[config.mk]
export PLATFORM = sky130hd
export DESIGN_NAME = tt_um_hoene_led_update_ctrl
export DESIGN_NICKNAME = d
export VERILOG_FILES = /design/src/rtl/tt_um_hoene_led_pkg.sv /design/src/rtl/tt_um_hoene_led_channel_stepper.sv /design/src/rtl/tt_um_hoene_led_update_ctrl.sv
export SDC_FILE = /design/constraint.sdc
export NUM_CORES = 1
export LEC_CHECK = 0
export ABC_AREA = 0
export BUFFER_PORTS_ARGS = -buffer_cell sky130_fd_sc_hd__clkbuf_2
export CAP_MARGIN = 10
export CORE_UTILIZATION = 55
export CTS_BUF_LIST = sky130_fd_sc_hd__clkbuf_16
export DETAILED_ROUTE_END_ITERATION = 8
export PLACE_DENSITY = 0.84
export SLEW_MARGIN = 10
export SYNTH_ARGS = -nofsm -noshare
export SYNTH_HDL_FRONTEND = slang
export SYNTH_SLANG_ARGS = --single-unit
export TNS_END_PERCENT = 5
[constraint.sdc]
create_clock -name clk -period 4.7 [get_ports clk]
set_input_delay 0.235 -clock clk [delete_from_list [all_inputs] [get_ports clk]]
set_output_delay 0.235 -clock clk [all_outputs]
set_load 0.01 [all_outputs]
[src/rtl/tt_um_hoene_led_pkg.sv]
// Shared definitions for the LED update controller: command encodings,
// input word field positions, controller states and channel width.
package tt_um_hoene_led_pkg;

    localparam int CW = 10;

    localparam int CMD_HI = 31;
    localparam int CMD_LO = 30;
    localparam int RED_HI = 29;
    localparam int RED_LO = 20;
    localparam int GRN_HI = 19;
    localparam int GRN_LO = 10;
    localparam int BLU_HI = 9;
    localparam int BLU_LO = 0;

    typedef enum logic [1:0] {
        CMD_SET   = 2'b00,
        CMD_FADE  = 2'b01,
        CMD_BLANK = 2'b10,
        CMD_RSVD  = 2'b11
    } cmd_e;

    typedef enum logic {
        IDLE = 1'b0,
        FADE = 1'b1
    } state_e;

    // Unsigned distance between two channel values; never wraps.
    function automatic logic [CW-1:0] abs_diff(input logic [CW-1:0] a, input logic [CW-1:0] b);
        if (a >= b) begin
            return a - b;
        end else begin
            return b - a;
        end
    endfunction

endpackage

[src/rtl/tt_um_hoene_led_channel_stepper.sv]
// One fade step for a single colour channel: moves cur toward tgt by STEP,
// snapping onto tgt when it is within one step so the value never overshoots.
module tt_um_hoene_led_channel_stepper
    import tt_um_hoene_led_pkg::*;
#(
    parameter int STEP = 16
) (
    input  logic [CW-1:0] i_cur,
    input  logic [CW-1:0] i_tgt,
    output logic [CW-1:0] o_next,
    output logic          o_at_target
);

    localparam logic [CW-1:0] STEP_V = STEP[CW-1:0];

    logic [CW-1:0] w_diff;

    assign w_diff = abs_diff(i_cur, i_tgt);

    // Saturating step toward the target.
    always_comb begin
        o_next      = i_cur;
        o_at_target = 1'b0;
        if (w_diff <= STEP_V) begin
            o_next      = i_tgt;
            o_at_target = 1'b1;
        end else if (i_cur < i_tgt) begin
            o_next = i_cur + STEP_V;
        end else begin
            o_next = i_cur - STEP_V;
        end
    end

endmodule

[src/rtl/tt_um_hoene_led_update_ctrl.sv]
// LED colour update controller: double-buffers received words and applies
// SET / FADE / BLANK commands to the PWM duty registers at frame boundaries.
module tt_um_hoene_led_update_ctrl
    import tt_um_hoene_led_pkg::*;
#(
    parameter int STEP = 16
) (
    input  logic          clk,
    input  logic          rst,
    input  logic          store,
    input  logic [31:0]   in_data,
    input  logic          frame_tick,
    output logic [CW-1:0] data_red,
    output logic [CW-1:0] data_green,
    output logic [CW-1:0] data_blue,
    output logic          busy,
    output logic          overrun,
    output logic          cmd_error,
    output logic          fade_done
);

    logic [31:0]   r_shadow,  w_shadow_n;
    logic          r_pending, w_pending_n;
    state_e        r_state,   w_state_n;
    logic [CW-1:0] r_red,     w_red_n;
    logic [CW-1:0] r_green,   w_green_n;
    logic [CW-1:0] r_blue,    w_blue_n;
    logic [CW-1:0] r_tgt_red, w_tgt_red_n;
    logic [CW-1:0] r_tgt_grn, w_tgt_grn_n;
    logic [CW-1:0] r_tgt_blu, w_tgt_blu_n;
    logic          r_busy;
    logic          r_overrun,   w_overrun_n;
    logic          r_cmd_error, w_cmd_error_n;
    logic          r_fade_done, w_fade_done_n;

    cmd_e          w_cmd;
    logic          w_commit;
    logic [CW-1:0] w_step_red, w_step_grn, w_step_blu;
    logic          w_at_red, w_at_grn, w_at_blu;

    assign w_cmd    = cmd_e'(r_shadow[CMD_HI:CMD_LO]);
    assign w_commit = frame_tick & r_pending;

    tt_um_hoene_led_channel_stepper #(.STEP(STEP)) u_step_red (
        .i_cur(r_red), .i_tgt(r_tgt_red), .o_next(w_step_red), .o_at_target(w_at_red)
    );
    tt_um_hoene_led_channel_stepper #(.STEP(STEP)) u_step_grn (
        .i_cur(r_green), .i_tgt(r_tgt_grn), .o_next(w_step_grn), .o_at_target(w_at_grn)
    );
    tt_um_hoene_led_channel_stepper #(.STEP(STEP)) u_step_blu (
        .i_cur(r_blue), .i_tgt(r_tgt_blu), .o_next(w_step_blu), .o_at_target(w_at_blu)
    );

    // Next-state: a pending word always wins over a fade step at a tick.
    always_comb begin
        w_shadow_n    = r_shadow;
        w_pending_n   = r_pending;
        w_state_n     = r_state;
        w_red_n       = r_red;
        w_green_n     = r_green;
        w_blue_n      = r_blue;
        w_tgt_red_n   = r_tgt_red;
        w_tgt_grn_n   = r_tgt_grn;
        w_tgt_blu_n   = r_tgt_blu;
        w_overrun_n   = 1'b0;
        w_cmd_error_n = 1'b0;
        w_fade_done_n = 1'b0;

        if (w_commit) begin
            case (w_cmd)
                CMD_SET: begin
                    w_red_n   = r_shadow[RED_HI:RED_LO];
                    w_green_n = r_shadow[GRN_HI:GRN_LO];
                    w_blue_n  = r_shadow[BLU_HI:BLU_LO];
                    w_state_n = IDLE;
                end
                CMD_FADE: begin
                    w_tgt_red_n = r_shadow[RED_HI:RED_LO];
                    w_tgt_grn_n = r_shadow[GRN_HI:GRN_LO];
                    w_tgt_blu_n = r_shadow[BLU_HI:BLU_LO];
                    w_state_n   = FADE;
                end
                CMD_BLANK: begin
                    w_red_n   = {CW{1'b0}};
                    w_green_n = {CW{1'b0}};
                    w_blue_n  = {CW{1'b0}};
                    w_state_n = IDLE;
                end
                default: begin
                    w_cmd_error_n = 1'b1;
                end
            endcase
        end else if (frame_tick && (r_state == FADE)) begin
            w_red_n   = w_step_red;
            w_green_n = w_step_grn;
            w_blue_n  = w_step_blu;
            if (w_at_red && w_at_grn && w_at_blu) begin
                w_state_n     = IDLE;
                w_fade_done_n = 1'b1;
            end else begin
                w_state_n = FADE;
            end
        end else begin
            w_state_n = r_state;
        end

        // A store coinciding with a tick is not an overrun: the tick frees the slot.
        if (store) begin
            w_shadow_n  = in_data;
            w_pending_n = 1'b1;
            w_overrun_n = r_pending & ~frame_tick;
        end else if (w_commit) begin
            w_pending_n = 1'b0;
        end else begin
            w_pending_n = r_pending;
        end
    end

    // State and output registers; busy is a registered copy of pending|fading.
    always_ff @(posedge clk) begin
        if (rst) begin
            r_shadow    <= 32'd0;
            r_pending   <= 1'b0;
            r_state     <= IDLE;
            r_red       <= {CW{1'b0}};
            r_green     <= {CW{1'b0}};
            r_blue      <= {CW{1'b0}};
            r_tgt_red   <= {CW{1'b0}};
            r_tgt_grn   <= {CW{1'b0}};
            r_tgt_blu   <= {CW{1'b0}};
            r_busy      <= 1'b0;
            r_overrun   <= 1'b0;
            r_cmd_error <= 1'b0;
            r_fade_done <= 1'b0;
        end else begin
            r_shadow    <= w_shadow_n;
            r_pending   <= w_pending_n;
            r_state     <= w_state_n;
            r_red       <= w_red_n;
            r_green     <= w_green_n;
            r_blue      <= w_blue_n;
            r_tgt_red   <= w_tgt_red_n;
            r_tgt_grn   <= w_tgt_grn_n;
            r_tgt_blu   <= w_tgt_blu_n;
            r_busy      <= r_pending | (r_state == FADE);
            r_overrun   <= w_overrun_n;
            r_cmd_error <= w_cmd_error_n;
            r_fade_done <= w_fade_done_n;
        end
    end

    assign data_red   = r_red;
    assign data_green = r_green;
    assign data_blue  = r_blue;
    assign busy       = r_busy;
    assign overrun    = r_overrun;
    assign cmd_error  = r_cmd_error;
    assign fade_done  = r_fade_done;

endmodule

* Yosys cells after proc, flatten, opt, wreduce, memory -nomap -nowiden
Cells that the tools add are included.
W data, S select, Z words.
** Word-level totals
- Word-level logic and storage cells :: 88
- Input port bits :: 36
- Output and inout port bits :: 34
- Register bits after elaboration :: 98
** Cells by class
- Reductions and logical operators :: 14
- Multiplexer cells :: 29
- Magnitude comparators :: 9
- Add/subtract/negate cells :: 12
- Equal/unequal tests :: 4
- Bitwise gates (word level) :: 7
** Operators with widths (number)
- $mux W10 :: 15
- $pmux W10 S2 :: 3
- $sub A10 B10 Y10 :: 6
- $add A10 B5 Y10 const B :: 3
- $ge A10 B10 Y1 :: 3
- $le A10 B5 Y1 const B :: 3
- $lt A10 B10 Y1 :: 3
- $sub A10 B5 Y10 const B :: 3
- $mux W1 :: 10
- $reduce_and A2 Y1 :: 3
- $reduce_or A2 Y1 :: 3
- $reduce_or A3 Y1 :: 2
- $not A1 Y1 :: 4
- $reduce_bool A2 Y1 :: 2
- $logic_and A1 B1 Y1 :: 3
- $ne A3 B1 Y1 const B :: 1
- $ne A3 B2 Y1 const B :: 1
- $and A1 B1 Y1 :: 2
- $eq A2 B1 Y1 const B :: 1
- $eq A2 B2 Y1 const B :: 1
- $logic_not A2 Y1 :: 1
- $pmux W1 S2 :: 1
- $or A1 B1 Y1 :: 1

* Depth between registers and ports, before layout
Gate-level depths: netlist (run 1).
- Word-level depth :: 9
- Depth in mapped cells :: 18
- Mapped depth without buffers :: 17

* By module
From an unflattened synthesis (run 1), not the netlist that was laid out.
** Unflattened totals
- Cell total of the unflattened synthesis :: 896
- Area total of the unflattened synthesis :: 7632.3 µm²
** Modules (own cells, without submodules)
- tt_um_hoene_led_update_ctrl :: area each 4132.7 µm², seq. area each 1961.9 µm², instances 1, cells each 439
- tt_um_hoene_led_channel_stepper (u_step_grn ...) :: area each 1124.8 µm², seq. area each 0.0 µm², instances 2, cells each 147
- tt_um_hoene_led_channel_stepper (u_step_blu) :: area each 1249.9 µm², seq. area each 0.0 µm², instances 1, cells each 163

* Least setup slack after synthesis (run 1)
Ideal clock, no wire load.
- Path kind :: flip-flop to flip-flop
- Start :: reg r_green[4], in the netlist data_green[4]
- End :: reg r_green[9], in the netlist data_green[9]
- Data arrival time :: 3511 ps
- Setup time :: 86 ps
- Cell stages (with the launch flop) :: 18
- Buffers on the path :: 1
- Clock period less this slack :: 3597 ps
- Required time :: 4614 ps
- Path slack :: 1103 ps
- Path through :: dfxtp_1 -> inv_1 -> ha_1 -> clkbuf_1 -> o21ai_0 -> a21oi_1 -> a311oi_1 -> o21bai_1 -> ha_1 -> a21o_1 -> a21oi_1 -> o21bai_1 -> a21oi_1 -> xnor2_1 -> xnor2_1 -> mux2i_1 -> a22oi_1 -> a211oi_1
** Between the ends
- Word-level cells in the longest chain between the ends :: 6
- Elaborated cells between the ends (all ways) :: 12
- Classes of those cells :: add/sub: 4; order compare: 3; mux: 5
** RTL lines
- start, declared :: line tt_um_hoene_led_update_ctrl.sv:26 : logic [CW-1:0] r_green, w_green_n;
- start signal, assigned :: line tt_um_hoene_led_update_ctrl.sv:126 : r_green <= {CW{1'b0}};
- start signal, assigned :: line tt_um_hoene_led_update_ctrl.sv:140 : r_green <= w_green_n;
- $sub A10 B10 Y10, or another cell as far along :: line tt_um_hoene_led_pkg.sv:33 : return b - a;
- $mux W10 :: line tt_um_hoene_led_pkg.sv:30 : if (a >= b) begin
- $le A10 B5 Y1 :: line tt_um_hoene_led_channel_stepper.sv:24 : if (w_diff <= STEP_V) begin
- $mux W10 (*) :: line tt_um_hoene_led_channel_stepper.sv:24
- $mux W10 (*) :: line tt_um_hoene_led_update_ctrl.sv:93 : end else if (frame_tick && (r_state == FADE)) begin
- $mux W10 (*) :: line tt_um_hoene_led_update_ctrl.sv:69 : if (w_commit) begin
Every way passes the cells marked *; elsewhere a longest branch is shown, timed or not. The select of a mux whose other input is x is not followed.
A chain may end at the register's enable or synchronous reset.

* Worst setup path in the final report (run 1)
- Start :: reg r_green[0], in the netlist data_green[0]
- End :: reg r_green[9], in the netlist data_green[9]
Same word-level chain as after synthesis.

==> impl_metrics.py, run 1 <==
metrics = {
    "clocking": {
        "cts.clk_slew.worst_paths_ns": 0.07,
        "post_cts_buffers": 0,
        "cts_made_buffers": 9,
        "ctsResizeCount": 0,
        "clockBufferDepth": 2,
        "htreeDepth": 3,
        "numClockSinks": 98,
        "cts_hold_buffers": 0,
        "clockRootBuffer": "clkbuf_16",
        "clk_latency_ns": 0.36,
        "cts_tree": "yes",
    },
    "synth": {
        "yosys.area.top_type_share_pct": 25.5,
        "ys_ff_latch": 98,
        "yosys_warnings": 0,
        "synth_edf_count": 0,
        "synth_area_sq_um": 7700,
        "yosys.cell_types.count": 76,
        "synth_top_cells_by_area": "dfxtp_1 25%, ha_1 11%, mux2i_1 6.1%",
        "ys_async_sr_fraction_pct": 0,
        "synth_cells": 980,
        "syn-num-nets": 1094,
        "synthFlopType": "dfxtp_1",
        "post-synth-top-area-cell": "dfxtp_1",
        "syn_avg_cell_area_sq_um": 7.86,
        "synth-seq-area-share_pct": 25.5,
    },
    "setup_path": {
        "path_class": "flip-flop to flip-flop",
        "cpPeakStageDelay_ns": 0.46,
        "path_cells": "inv_1 > ha_1 > fa_1 > nand2b_1 > a21oi_1 > a311oi_1 > o21bai_1 > ha_1 > a21o_1 > a21oi_1 > o21bai_1 > a21oi_1 > xnor2_1 > xnor2_1 > mux2i_1 > a22oi_1 > a211oi_1",
        "crit_path_frequent_cell": "a21oi_1",
        "worstSetupStartpointType": "flip-flop",
        "crit_required_ns": 4.96,
        "cp.arrival_ns": 4.31,
        "cpMaxStageDelayCell": "o21bai_1",
        "crit_path_end_kind": "flip-flop",
        "path_max_fanout": 6,
    },
    "finish": {
        "syn_to_final_growth_pct": 8.92,
        "fin_nets": 1124,
        "design_area_sq_um": 8390,
        "diodes": 0,
        "drive_gt1_share_pct": 11.0,
        "layoutNonFillerInstCount": 1190,
    },
    "global_routing": {
        "grt_first_pass_wirelength_mm": 32.6,
        "antenna_found_initial": 0,
        "overflow": 0,
        "grt_pass1_vias": 6707,
        "grtUsageTotal_pct": 27.5,
        "grt_start_max_net_pins": 99,
    },
    "timing": {
        "rsz0062_at_grt": "false",
        "min_period_ns": 4.05,
        "holdWs_ns": 0.118,
        "relSlewSlack_pct": 28.6,
        "setup_tns_ns": 0,
        "fmax_mhz": 247,
        "max_slew.worst_pin.slew_ns": 1.07,
        "setup_violations": 0,
        "fin_crit_sh_pct": 86.2,
        "hold_violations": 0,
        "clock_skew_ns": 0.00650,
        "drv_slew": 0,
    },
    "power_and_ir_drop": {
        "power_density_nw_per_um2": 404,
        "ir_worst_vdd_v": 0.000248,
        "p_leak_nw": 3.56,
    },
    "routing": {
        "finalWirelength_mm": 19.4,
        "drc": 0,
        "num_vias": 7229,
        "wire_per_inst_um": 16.3,
        "ant_nets": 0,
        "via_per_inst": 6.07,
        "drt_pre_antenna_iters": 7,
        "initialDrtViolationCount": 605,
    },
    "status": {
        "status": "completed",
    },
    "placement": {
        "io_buffers": 69,
        "dp.cells": 1175,
        "placed_area_sq_um": 8080,
        "globalplace.congestion": 0.921,
        "dpl.hpwl_mm": 14.2,
    },
    "floorplan": {
        "start_util_pct": 57.3,
        "die_y_um": 120,
        "ios": 70,
        "die_w_um": 120,
        "num_rows": 42,
        "coreArea_sq_um": 13500,
        "dieArea_sq_um": 14500,
    },
    "hold_path": {
        "hp-class": "input port to flip-flop",
    },
    "flow_run": {
        "maxCapViolations": 0,
    },
}
final cells by class:
type	instances	area, sq um
multi-input combinational	745	5200
sequential	98	1960
fill	1225	5060
clock buffer	9	225
timing repair buffer	75	393
inverter	81	307
tap	176	220
clock inverter	6	83.8
per-stage QoR:
| step | total power [mW] | setup WS (ns) | utilization, % |
|---|---|---|---|
| 2_1_floorplan | 2.26 | 1.10 | - |
| 3_3_place_gp | 2.55 | 0.869 | 60.1 |
| 3_5_place_dp | 2.58 | 0.747 | 60.1 |
| 4_1_cts | 3.38 | 0.645 | 62.4 |
| 5_1_grt | 3.62 | 0.241 | 62.4 |
| 6_report | 3.39 | 0.649 | 62.4 |
report_power, final:
group          leakage (nW)  total (mW)  internal (mW)  switching (mW)
registers             0.800       0.941          0.881          0.0603
logic                  2.60        1.66          0.729           0.932
clock network         0.155       0.789          0.462           0.327
total                  3.56        3.39           2.07            1.32
placed cells by master (no fill, tap or decap), types with 7 or more instances in the layout:
cell type / n
dfxtp_1: 98
inv_1: 80
nand3_1: 11
xor2_1: 12
ha_1: 69
nor2b_1: 15
mux2i_1: 47
a21oi_1: 93
o21bai_1: 8
nand2b_1: 16
buf_4: 7
a211oi_1: 27
o21ai_0: 33
a221oi_1: 27
fa_1: 9
nor3_1: 15
a21o_1: 13
clkbuf_2: 68
nor2_1: 86
nand4_1: 8
xnor2_1: 17
o21a_1: 15
clkbuf_16: 9
a31oi_1: 9
nand2_1: 97
metal layers:
metal | vias up | share of wire (%) | GRT usage (%) | wire, um
met5 | - | 0 | 0 | 0
met4 | 0 | 1.3 | 6.33 | 249
met3 | 21 | 5.4 | 4.62 | 1060
met2 | 239 | 47 | 46.2 | 9050
met1 | 3399 | 47 | 36.7 | 9060
li1 | 3570 | - | - | -
synthesized netlist by cell type, types with 13 or more instances:
cell type / number
a211oi_1: 27
a21oi_1: 93
a21o_1: 13
o21ai_0: 33
inv_1: 78
a221oi_1: 27
o21a_1: 15
nor2_1: 87
ha_1: 69
nand2b_1: 16
mux2i_1: 47
nand2_1: 97
nor2b_1: 15
nor3_1: 15
xnor2_1: 17
dfxtp_1: 98
clkbuf_1: 44
path summary, 6_finish.rpt:
check | start | end | slack (ns) | cells after the start
worst max-delay path | data_green[0] | data_green[9] | 0.65 | 17
worst min-delay path | in_data[28] | r_shadow[28] | 0.12 | 3
worst max register to register | data_green[0] | data_green[9] | 0.65 | 17
worst min register to register | r_tgt_red[9] | r_tgt_red[9] | 0.46 | 2
state kept, by name (all words and copies together), names as in the netlist:
name	cells
r_shadow	32
data_blue	10
data_green	10
data_red	10
r_tgt_blu	10
r_tgt_grn	10
r_tgt_red	10
busy	1
cmd_error	1
fade_done	1
overrun	1
r_pending	1
r_state	1
kinds of logic after synthesis:
| family | count (synthesis) | synth area share (%) |
|---|---|---|
| DFF | 98 | 25.5 |
| adders and majority gates | 78 | 13.5 |
| buffers and inverters | 137 | 7.06 |
| muxes | 51 | 6.69 |
| and+or+nand+nor | 291 | 17.7 |
| AOI/OAI and AO/OA | 296 | 26.3 |
| xor gates and xnor gates | 29 | 3.30 |
critical path: cells and delay by family, from the launching register on:
family | cells | cell delay [ns]
xor gates and xnor gates | 2 | 0.26
and+or+nand+nor | 1 | 0.19
buffers and inverters | 1 | 0.08
AOI/OAI and AO/OA | 9 | 1.94
adders and majority gates | 3 | 0.98
DFF | 1 | 0.37
muxes | 1 | 0.15
Note: power is estimated with default switching activity, not from simulation.
==> run 2: changes to the inputs <==
- RECOVER_POWER: not set -> 100
==> impl_metrics.py, run 2 (synthesis gave the netlist of run 1 again) <==
metrics = {
    "finish": {
        "multi_input_comb_area_sq_um": 5160,
        "layoutNonFillerInstCount": 1190,
        "largest_reg_flops": 32,
        "final.fill_count": 1252,
        "syn_to_final_growth_pct": 7.65,
        "fin_nets": 1124,
        "top_register": "r_shadow",
        "diodes": 0,
        "final_common_cell": "dfxtp_1",
        "final-seq-area_sq_um": 1960,
        "drive_gt1_share_pct": 6.71,
        "layout_common_cells": "98 x dfxtp_1, 97 x nand2_1, 93 x a21oi_1",
        "post-route-util_pct": 61.7,
    },
    "power_and_ir_drop": {
        "power_density_nw_per_um2": 404,
        "p_leak_nw": 3.42,
        "ir_worst_vdd_v": 0.000249,
    },
    "timing": {
        "relSlewSlack_pct": -72.4,
        "drv_slew": 35,
        "fin_ws_ns": 0.404,
        "hold_violations": 0,
        "fin_crit_sh_pct": 91.4,
        "holdWs_ns": 0.120,
        "rsz0062_at_grt": "false",
        "setup_violations": 0,
        "fmax_mhz": 233,
        "max_slew.worst_pin.slew_ns": 2.59,
        "clock_skew_ns": 0.00721,
        "setup_tns_ns": 0,
        "min_period_ns": 4.30,
    },
    "setup_path": {
        "crit_path_end_kind": "flip-flop",
        "ff2ff_path_depth": 10,
        "path_max_fanout": 10,
        "worstSetupStartpointType": "flip-flop",
        "r2r_start": "data_red[4]",
        "crit_required_ns": 4.95,
        "cp.arrival_ns": 4.54,
        "path_class": "flip-flop to flip-flop",
        "crit_start": "data_red[4]",
    },
    "placement": {
        "io_buffers": 69,
        "dpl.hpwl_mm": 14.2,
        "dp.cells": 1175,
        "globalplace.congestion": 0.921,
        "pre_cts_slack_ns": 0.747,
    },
    "routing": {
        "initialDrtViolationCount": 641,
        "wl_met3_mm": 1.06,
        "drc": 0,
        "wire_per_inst_um": 16.3,
        "wl_met1_mm": 9.08,
        "finalWirelength_mm": 19.4,
        "num_vias": 7248,
        "ant_nets": 0,
        "maxUsedRoutingLayer": "met4",
        "via_per_inst": 6.09,
        "drt_pre_antenna_iters": 6,
        "wl_met2_mm": 9.05,
    },
    "clocking": {
        "ctsResizeCount": 0,
        "cts.clk_slew.worst_paths_ns": 0.07,
        "numClockSinks": 98,
        "htreeDepth": 3,
        "cts_tree": "yes",
        "clockRootBuffer": "clkbuf_16",
        "cts_made_buffers": 9,
        "clk_latency_ns": 0.35,
        "clockBufferDepth": 2,
        "cts_hold_buffers": 0,
        "post_cts_buffers": 0,
    },
    "floorplan": {
        "die_y_um": 120,
        "ios": 70,
        "die_w_um": 120,
        "dieArea_sq_um": 14500,
        "coreArea_sq_um": 13500,
        "start_util_pct": 57.3,
        "num_rows": 42,
    },
    "global_routing": {
        "grtUsageTotal_pct": 27.5,
        "grt_start_max_net_pins": 99,
        "overflow": 0,
        "antenna_found_initial": 0,
        "grt_first_pass_wirelength_mm": 32.6,
        "grt_pass1_vias": 6707,
    },
    "hold_path": {
        "hold_depth": 3,
        "holdCritStartpoint": "in_data[22]",
        "hp-class": "input port to flip-flop",
    },
    "status": {
        "violations": "capacitance limit, slew limit",
        "status": "complete, but fails checks",
    },
    "flow_run": {
        "maxCapViolations": 1,
    },
}
-- run 2: changes by cell type in the layout (fill, tap and decap cells not counted), moves of 2 or more --
cell	before	now
buf_4	7	3
clkbuf_1	0	38
clkbuf_2	68	34
o21ai_0	33	36
o21ai_1	3	1
-- run 2: path summary, 6_finish.rpt --
| check | endpoint | slack (ns) |
|---|---|---|
| setup / recovery | data_red[1] | 0.40 |
| hold reg to reg | r_tgt_red[9] | 0.46 |
| hold / removal | r_shadow[22] | 0.12 |
| setup reg to reg | data_red[1] | 0.40 |
-- run 2: layout make-up --
type,count,share of cell area [%]
multi-input combinational,745,62.2
sequential,98,23.7
timing repair buffer,75,4.04
inverter,81,3.70
clock buffer,9,2.72
tap,176,2.65
clock inverter,6,1.01
-- run 2: critical path, stage by stage (launching register included) --
cell      delay [ns]
dfxtp_1         0.47
inv_1           0.10
ha_1            0.43
a21oi_1         0.31
nor2_1          0.12
or4_1           0.46
o2bb2a_1        0.23
nand4_1         0.22
o22ai_1         0.99
o21ai_0         0.45
a221oi_1        0.40
-- run 2: layer usage --
metal,global-route usage [%],vias to the layer above
met5,0,-
met4,6.33,0
met3,4.62,23
met2,46.2,237
met1,36.7,3416
li1,-,3572
-- run 2: report_power, final --
| part | leakage, nW | internal, mW | switching, mW |
|---|---|---|---|
| combinational | 2.47 | 0.704 | 0.918 |
| sequential | 0.800 | 0.881 | 0.0598 |
| clock | 0.155 | 0.462 | 0.328 |
| total | 3.42 | 2.05 | 1.31 |
-- run 2: stage by stage --
step	instance area [sq um]	power, mW
after floorplan	7700	2.26
after global placement	8080	2.55
after detailed placement	8080	2.58
after CTS	8390	3.38
after global routing	8290	3.58
final	8290	3.35
==> run 3: changes to the inputs <==
- BUFFER_PORTS_ARGS: -buffer_cell sky130_fd_sc_hd__clkbuf_2 -> -buffer_cell sky130_fd_sc_hd__buf_4
==> impl_metrics.py, run 3 (synthesis gave the netlist of run 1 again) <==
metrics = {
    "floorplan": {
        "die_w_um": 120,
        "ios": 70,
        "die_y_um": 120,
        "coreArea_sq_um": 13500,
        "num_rows": 42,
        "start_util_pct": 57.3,
        "dieArea_sq_um": 14500,
    },
    "finish": {
        "design_area_sq_um": 8420,
        "multi_input_comb_area_sq_um": 5160,
        "final.fill_count": 1200,
        "drive_gt1_share_pct": 7.20,
        "layout_common_cells": "98 x dfxtp_1, 97 x nand2_1, 93 x a21oi_1",
        "fin_nets": 1123,
        "post-route-util_pct": 62.6,
        "final_common_cell": "dfxtp_1",
        "diodes": 0,
        "largest_reg_flops": 32,
        "syn_to_final_growth_pct": 9.27,
        "top_register": "r_shadow",
        "final-seq-area_sq_um": 1960,
    },
    "routing": {
        "drc": 0,
        "num_vias": 7331,
        "ant_nets": 0,
        "drt_pre_antenna_iters": 5,
        "initialDrtViolationCount": 581,
        "wire_per_inst_um": 16.6,
        "via_per_inst": 6.16,
        "finalWirelength_mm": 19.7,
    },
    "global_routing": {
        "antenna_found_initial": 0,
        "grt_pass1_vias": 6742,
        "grtUsageTotal_pct": 27.6,
        "overflow": 0,
        "grt_first_pass_wirelength_mm": 32.6,
        "grt_start_max_net_pins": 99,
    },
    "power_and_ir_drop": {
        "ir_worst_vdd_v": 0.000326,
        "clkPwrFrac_pct": 24.8,
        "power_density_nw_per_um2": 407,
        "p_int_mw": 2.07,
        "pwr-share-seq_pct": 27.5,
        "swShare_pct": 39.4,
        "finalPower_mw": 3.42,
        "power_switching_mw": 1.35,
        "p_leak_nw": 3.46,
        "p_comb_share_pct": 47.7,
    },
    "setup_path": {
        "path_cells": "inv_1 > ha_1 > a21oi_1 > nor2_1 > or4_1 > o2bb2a_1 > nand4_1 > o22ai_1 > o21ai_1 > a221oi_1",
        "path_class": "flip-flop to flip-flop",
        "path_max_fanout": 10,
        "critPathBufInv": 1,
        "crit_required_ns": 4.96,
        "cpPeakStageDelay_ns": 0.98,
        "worstSetupStartpointType": "flip-flop",
        "cp.arrival_ns": 4.38,
        "crit_path_end_kind": "flip-flop",
        "cp_top_family": "compound AO/OA/AOI/OAI gates",
        "cpMaxStageDelayCell": "o22ai_1",
    },
    "clocking": {
        "numClockSinks": 98,
        "cts_hold_buffers": 0,
        "clk_latency_ns": 0.36,
        "htreeDepth": 3,
        "post_cts_buffers": 0,
        "clockBufferDepth": 2,
        "clockRootBuffer": "clkbuf_16",
        "cts_made_buffers": 9,
        "cts_tree": "yes",
        "cts.clk_slew.worst_paths_ns": 0.08,
        "ctsResizeCount": 0,
    },
    "hold_path": {
        "hp-class": "input port to flip-flop",
    },
    "status": {
        "status": "completed",
    },
    "timing": {
        "fin_crit_sh_pct": 87.6,
        "max_slew.worst_pin.slew_ns": 1.20,
        "fmax_mhz": 243,
        "min_period_ns": 4.12,
        "relSlewSlack_pct": 19.9,
        "clock_skew_ns": 0.00835,
        "hold_violations": 0,
        "setup_violations": 0,
        "setup_tns_ns": 0,
        "drv_slew": 0,
        "rsz0062_at_grt": "false",
    },
    "placement": {
        "globalplace.congestion": 0.914,
        "placed_area_sq_um": 8250,
        "dpl.hpwl_mm": 14.2,
        "io_buffers": 69,
    },
    "flow_run": {
        "maxCapViolations": 0,
    },
}
## run 3: cell count changes in the layout (fill, tap and decap cells not counted)
cell and delta:
or3_1 -1, clkbuf_1 -2, clkbuf_2 -34, inv_8 +2, clkinv_8 +2, inv_1 -2
inv_6 -1, buf_4 +35, o21ai_1 +1, o21ai_0 -1, or3_2 +1
## run 3: path summary, 6_finish.rpt
| check | slack (ns) | cells after the start | to | from |
|---|---|---|---|---|
| worst max-delay path | 0.58 | 10 | data_red[2] | data_red[4] |
| worst min-delay path | 0.10 | 2 | overrun | frame_tick |
| worst max register to register | 0.58 | 10 | data_red[2] | data_red[4] |
| worst min register to register | 0.46 | 2 | r_tgt_red[9] | r_tgt_red[9] |
## run 3: worst reg2reg max path, stage by stage, from the launching register on
cell and delay, ns:
dfxtp_1 0.48, inv_1 0.12, ha_1 0.44, a21oi_1 0.28, nor2_1 0.11, or4_1 0.46, o2bb2a_1 0.24, nand4_1 0.22
o22ai_1 0.98, o21ai_1 0.34, a221oi_1 0.35
## run 3: area by class of cell
type	count	share of cell area, %
Clock inverter	7	1.46
Tap cell	176	2.62
Timing Repair Buffer	74	4.99
Clock buffer	9	2.67
Inverter	81	3.64
Sequential cell	98	23.3
Multi-Input combinational cell	745	61.3
## run 3: power groups by stage
stage	logic, mW	clock network [mW]	registers [mW]
after floorplan	1.30	0	0.957
after detailed placement	1.65	0	0.959
after global routing	1.81	0.885	0.948
after CTS	1.67	0.854	0.940
after global placement	1.62	0	0.957
final	1.63	0.850	0.941
## run 3: routing by layer
layer / share of wire [%] / vias up / global-route usage, %
li1: - / 3578 / -
met1: 45 / 3478 / 37.3
met2: 47 / 255 / 45.2
met3: 6.4 / 20 / 4.62
met4: 1.2 / 0 / 7.79
met5: 0 / - / 0
## run 3: through the flow
step | instances | hold slack, ns | setup slack (ns)
finish | 1190 | 0.105 | 0.582
floorplan | 980 | 0.311 | 1.10
detailed placement | 1174 | 0.451 | 0.713
CTS | 1190 | 0.0915 | 0.674
global placement | 1174 | 0.443 | 0.879
global route | 1190 | 0.0969 | 0.172
